[config.mk]
export PLATFORM = sky130hd
export DESIGN_NAME = cop0_irq_ctrl
export DESIGN_NICKNAME = d
export VERILOG_FILES = /design/src/rtl/cop0_irq_ctrl.sv
export SDC_FILE = /design/constraint.sdc
export NUM_CORES = 1
export LEC_CHECK = 0
export CORE_AREA = 8 8 112 114
export CTS_CLUSTER_DIAMETER = 60
export DETAILED_ROUTE_END_ITERATION = 12
export DIE_AREA = 0 0 120 122
export MAX_ROUTING_LAYER = met4
export PLACE_DENSITY = 0.85
export SETUP_SLACK_MARGIN = 0.05
export SYNTH_ARGS = -nofsm -noshare
export SYNTH_HDL_FRONTEND = slang
export SYNTH_SLANG_ARGS = --single-unit
export TNS_END_PERCENT = 100
[constraint.sdc]
create_clock -name i_clk -period 1.8 [get_ports i_clk]
set_clock_uncertainty 0.1 [all_clocks]
set_input_delay 0.36 -clock i_clk [delete_from_list [all_inputs] [get_ports i_clk]]
set_output_delay 0.36 -clock i_clk [all_outputs]
set_load 0.005 [all_outputs]
[src/rtl/cop0_irq_ctrl.sv]
// cop0_irq_ctrl: coprocessor-0 for the 5-stage MIPS pipeline.
// Holds STATUS/CAUSE/EPC, synchronises the external interrupt lines, picks the
// highest-priority pending exception and drives the fetch redirect and flush.
// Optional build macro: COP0_VECTORED_EN (per-cause handler vectors).
module cop0_irq_ctrl #(
    parameter int          NUM_IRQ      = 6,
    parameter int          DATA_W       = 32,
    parameter logic [31:0] HANDLER_BASE = 32'h0000_0080,
    parameter int          SYNC_STAGES  = 2
) (
    input  logic               i_clk,
    input  logic               i_rst_n,
    input  logic [NUM_IRQ-1:0] i_irq,
    input  logic               i_arith_overflow,
    input  logic               i_unknown_command,
    input  logic               i_unknown_func,
    input  logic [DATA_W-1:0]  i_pc_ex,
    input  logic [DATA_W-1:0]  i_pc_id,
    input  logic [DATA_W-1:0]  i_pc_if,
    input  logic               i_mtc0,
    input  logic [4:0]         i_address,
    input  logic [DATA_W-1:0]  i_data,
    input  logic               i_eret,
    output logic [DATA_W-1:0]  o_data,
    output logic               o_exception,
    output logic [DATA_W-1:0]  o_handler_address,
    output logic [DATA_W-1:0]  o_epc_to_pc,
    output logic               o_exl
);
    localparam logic [4:0] EXC_INT     = 5'd0;
    localparam logic [4:0] EXC_RI      = 5'd10;
    localparam logic [4:0] EXC_OV      = 5'd12;
    localparam logic [4:0] ADDR_STATUS = 5'd12;
    localparam logic [4:0] ADDR_CAUSE  = 5'd13;
    localparam logic [4:0] ADDR_EPC    = 5'd14;
    localparam logic [DATA_W-1:0] W_BASE = DATA_W'(HANDLER_BASE);

    logic [NUM_IRQ-1:0] r_sync   [SYNC_STAGES];
    logic [NUM_IRQ-1:0] w_sync_d [SYNC_STAGES];

    logic               r_ie;
    logic               r_exl;
    logic [NUM_IRQ-1:0] r_im;
    logic [4:0]         r_exc_code;
    logic [DATA_W-1:0]  r_epc;

    logic [NUM_IRQ-1:0] w_ip;
    logic [NUM_IRQ-1:0] w_pend;
    logic               w_irq_req;
    logic               w_exc;
    logic [4:0]         w_code;
    logic [DATA_W-1:0]  w_epc_hw;
    logic [DATA_W-1:0]  w_status;
    logic [DATA_W-1:0]  w_cause;

    // Synchroniser chain: stage 0 samples the pins, each later stage the previous one.
    genvar gi;
    generate
        for (gi = 0; gi < SYNC_STAGES; gi++) begin : g_sync
            if (gi == 0) begin : g_first
                assign w_sync_d[gi] = i_irq;
            end else begin : g_next
                assign w_sync_d[gi] = r_sync[gi-1];
            end
        end
    endgenerate

    // Advance the synchroniser every cycle; IP is level-sensitive, never latched.
    always_ff @(posedge i_clk or negedge i_rst_n) begin
        if (!i_rst_n) begin
            for (int i = 0; i < SYNC_STAGES; i++) r_sync[i] <= '0;
        end else begin
            for (int i = 0; i < SYNC_STAGES; i++) r_sync[i] <= w_sync_d[i];
        end
    end

    assign w_ip      = r_sync[SYNC_STAGES-1];
    assign w_pend    = w_ip & r_im;
    assign w_irq_req = r_ie & ~r_exl & (|w_pend);

    // Priority resolve: overflow > illegal instruction > interrupt, all blocked by EXL.
    always_comb begin
        w_exc    = 1'b0;
        w_code   = EXC_INT;
        w_epc_hw = i_pc_if;
        if (!r_exl) begin
            if (i_arith_overflow) begin
                w_exc    = 1'b1;
                w_code   = EXC_OV;
                w_epc_hw = i_pc_ex;
            end else if (i_unknown_command || i_unknown_func) begin
                w_exc    = 1'b1;
                w_code   = EXC_RI;
                w_epc_hw = i_pc_id;
            end else if (w_irq_req) begin
                w_exc    = 1'b1;
                w_code   = EXC_INT;
                w_epc_hw = i_pc_if;
            end
        end
    end

    // Architectural state: eret, then software writes, then hardware exception entry
    // (later assignments win, so an accepted exception overrides EXL and EPC writes).
    always_ff @(posedge i_clk or negedge i_rst_n) begin
        if (!i_rst_n) begin
            r_ie       <= 1'b0;
            r_exl      <= 1'b0;
            r_im       <= '0;
            r_exc_code <= 5'd0;
            r_epc      <= '0;
        end else begin
            if (i_eret) r_exl <= 1'b0;
            if (i_mtc0 && i_address == ADDR_STATUS) begin
                r_ie  <= i_data[0];
                r_exl <= i_data[1];
                r_im  <= i_data[8 +: NUM_IRQ];
            end
            if (i_mtc0 && i_address == ADDR_EPC && !w_exc) r_epc <= i_data;
            if (w_exc) begin
                r_exl      <= 1'b1;
                r_exc_code <= w_code;
                r_epc      <= w_epc_hw;
            end
        end
    end

    // mfc0 read mux; unmapped bits and indices read as zero.
    always_comb begin
        w_status              = '0;
        w_status[0]           = r_ie;
        w_status[1]           = r_exl;
        w_status[8 +: NUM_IRQ] = r_im;
        w_cause               = '0;
        w_cause[6:2]          = r_exc_code;
        w_cause[8 +: NUM_IRQ] = w_ip;
        case (i_address)
            ADDR_STATUS: o_data = w_status;
            ADDR_CAUSE:  o_data = w_cause;
            ADDR_EPC:    o_data = r_epc;
            default:     o_data = '0;
        endcase
    end

`ifdef COP0_VECTORED_EN
    logic [2:0] w_irq_idx;
    logic       w_take_irq;

    assign w_take_irq = w_exc && (w_code == EXC_INT);

    // Vector select: interrupts go to base+0x200+32*n (lowest pending n), others to base+4*ExcCode.
    always_comb begin
        w_irq_idx = 3'd0;
        for (int i = NUM_IRQ - 1; i >= 0; i--) begin
            if (w_pend[i]) w_irq_idx = 3'(i);
        end
        o_handler_address = W_BASE;
        if (w_take_irq) begin
            o_handler_address = W_BASE + DATA_W'(32'h200) + DATA_W'({w_irq_idx, 5'b0});
        end else if (w_exc) begin
            o_handler_address = W_BASE + DATA_W'({w_code, 2'b00});
        end
    end
`else
    assign o_handler_address = W_BASE;
`endif

    assign o_exception = w_exc;
    assign o_epc_to_pc = r_epc;
    assign o_exl       = r_exl;

endmodule

==> results of run 1 <==
-- final timing paths --
| path | startpoint | endpoint | slack [ns] |
|---|---|---|---|
| worst min-delay path | r_sync[7]$_DFF_PN0_ | w_ip[1]$_DFF_PN0_ | 0.27 |
| worst max-delay path | i_address[1] | o_data[10] | -0.27 |
| worst min register to register | r_sync[7]$_DFF_PN0_ | w_ip[1]$_DFF_PN0_ | 0.27 |
| max in group asynchronous | i_rst_n | o_epc_to_pc[23]$_DFFE_PN0P_ | 0.88 |
| worst max register to register | r_im[4]$_DFFE_PN0P_ | o_epc_to_pc[9]$_DFFE_PN0P_ | -0.06 |
| min in group asynchronous | i_rst_n | r_sync[7]$_DFF_PN0_ | 0.44 |
-- power by group --
part	switching (mW)	total, mW	internal [mW]
Sequential	0.375	2.07	1.69
Combinational	1.46	3.71	2.25
Clock	0.473	0.770	0.297
Total	2.31	6.55	4.24
-- area by class of cell --
| cell class | instances | area, um^2 |
|---|---|---|
| fillers | 865 | 4330 |
| repair buffers | 293 | 2970 |
| multi-input cells | 195 | 1720 |
| flip-flops and latches | 55 | 1380 |
| well taps | 140 | 175 |
| clock buffers | 5 | 68.8 |
| clock inverters | 3 | 33.8 |
| inverters | 6 | 22.5 |
| diodes | 1 | 2.50 |
-- synthesized netlist by cell type --
cell / instances / share of area [%]
nor3_1: 2 / 0.31
nor4_4: 1 / 0.66
nor2_2: 1 / 0.19
nor2_1: 2 / 0.23
nor4bb_1: 1 / 0.31
buf_4: 32 / 7.4
buf_6: 3 / 1.0
nand2_1: 1 / 0.12
a222oi_1: 38 / 12
o31ai_1: 1 / 0.23
inv_1: 6 / 0.70
nand3b_1: 3 / 0.70
dfrtp_1: 55 / 43
o21ai_0: 3 / 0.46
or3_4: 1 / 0.35
clkbuf_1: 14 / 1.6
nor3b_1: 1 / 0.23
mux2i_1: 64 / 20
and3b_1: 1 / 0.27
and2_1: 22 / 4.3
nand2b_1: 3 / 0.58
o21bai_1: 1 / 0.23
a22o_1: 8 / 2.2
buf_2: 4 / 0.62
nor2b_1: 1 / 0.19
a311o_1: 1 / 0.31
mux2_2: 7 / 2.4
conb_1: 2 / 0.23
-- routing by layer --
metal  global-route usage [%]  vias up  part of all wire (%)
met2                     34.1      216                    52
met4                     5.31        0                   1.9
met1                     20.3     1737                    38
li1                         -     1568                     -
met5                        -        -                     0
met3                     4.81       18                   8.2
-- state kept, by name (all words and copies together) (netlist names) --
register,flops
o_epc_to_pc,32
o_exl,1
r_exc_code,3
r_ie,1
r_im,6
r_sync,6
w_ip,6
-- cells by family (layout without fill, tap and decap cells) --
logic type | after synthesis | after routing | share of synthesized area, %
other | 2 | 33 | 0.232
and+or+nand+nor | 40 | 40 | 8.39
muxes | 71 | 71 | 22.2
AOI/OAI and AO/OA | 52 | 52 | 15.2
DFF | 55 | 55 | 42.6
buffers and inverters | 59 | 307 | 11.4
-- critical path, cell delays in order --
cell	delay (ns)
buf_8	0.10
buf_6	0.10
nor3b_4	0.15
buf_6	0.12
buf_6	0.12
buf_16	0.13
a222oi_1	0.33
inv_1	0.07
buf_2	0.13
-- what timing repair did --
item | in CTS | in global routing
endpoints found under the setup margin | 75 | 75
endpoints found under the hold margin | 55 | 0
hold buffers | 1 | 0
cloned | 6 | 2
gates resized for setup | 207 | 32
pin swaps | 28 | 14
setup buffers | 22 | 13
-- metrics by stage --
stage / TNS, ns / cell area, um^2 / std cells
floorplan: 0 / 3360 / 309
global placement: -46.21 / 5710 / 651
detailed placement: -50.31 / 5710 / 651
CTS: -6.83 / 6170 / 688
global route: -9.37 / 6370 / 698
finish: -6.50 / 6370 / 698
==> run summary, run 1 <==
Status -> finished, violations left
Failing checks -> negative setup slack
Largest net degree at the start of global routing -> 56
Crit Path Max Fanout -> 5
Post-synthesis cell type count -> 28
Commonest non-fill, non-tap cell in the layout -> clkdlybuf4s50_1
Worst-case reg-to-reg path depth -> 6
RePlAce Congestion -> 0.809
Syn avg cell area -> 11.6 um^2
Gr usage total -> 19.0%
Core Rows -> 38
DP HPWL -> 10.8 mm
Final hold vios -> 0
Mapped cell area -> 3230 um^2
ANT nets after route -> 0
First-pass GRT wire length -> 21.2 mm
P&R area growth vs syn -> 96.9%
Setup Viol. Count Final -> 41
Die area -> 14600 um^2
WHS Path Cells -> 0
First-pass iteration count of the detailed router -> 6
Unrepaired setup endpoints after global routing -> yes
Clock buffer depth -> 2
Most frequent cells in the layout -> clkdlybuf4s50_1 (162), mux2i_1 (61), dfrtp_1 (55)
Crit path kind -> in -> out
Initial DRC count -> 296
Clock latency on the worst-skew pair -> 0.32 ns
Htree depth -> 2
Wirelength per Cell -> 21.3 um
Max Freq -> 482 MHz
Vias in the first global route -> 3872
Core Util, Final -> 59.5%
Minimum clock period -> 2.07 ns
Endpoint class of the critical path -> output port
Core Region -> 10700 um^2
Clk sinks -> 55
Clk root buf -> clkbuf_8
Setup WS pre-CTS -> -0.900 ns
Die width -> 120 um
# IOs -> 244
Pwr dens -> 1030 nW/um^2
Initial Utilization -> 30.2%
Worst hold path type -> reg -> reg
Die Y -> 122 um
IO Port Bufs -> 211
CP arrival -> 1.61 ns
Reg clk slew, reported paths -> 0.12 ns
Tot Pwr -> 6.55 mW
Worst EP required -> 1.34 ns
TritonCTS clock tree -> built
Ys Warns -> 0
Grt total ovfl -> 0
Hold Slack -> 0.268 ns
Slew Limit Fails -> 0
Post-synthesis sequential area ratio -> 42.6%
Total CTS buffers -> 5
Fin crit share -> 115%
P_leak -> 2.83 nW
Initial antenna violation count -> 1
DRT Wirelength -> 14.8 mm
Yosys reg bits -> 55
VDD IR max -> 0.625 mV
Routed vias/inst -> 5.07
Post-Synthesis Cells -> 279
Max-cap violations -> 0
Layout cell share with drive strength beyond 1 -> 29.4%
Post-layout nets -> 702
Crit start category -> input port
Residual DRC count -> 0
Via count -> 3539
Fin worst setup slack -> -0.275 ns
No activity file was read; power rests on OpenSTA's default activity.
==> run 2, diff against run 1 <==
HOLD_SLACK_MARGIN = 0.1   (was default)
==> results of run 2 <==
No change in the layout: final DEF, timing and power equal those of run 1.
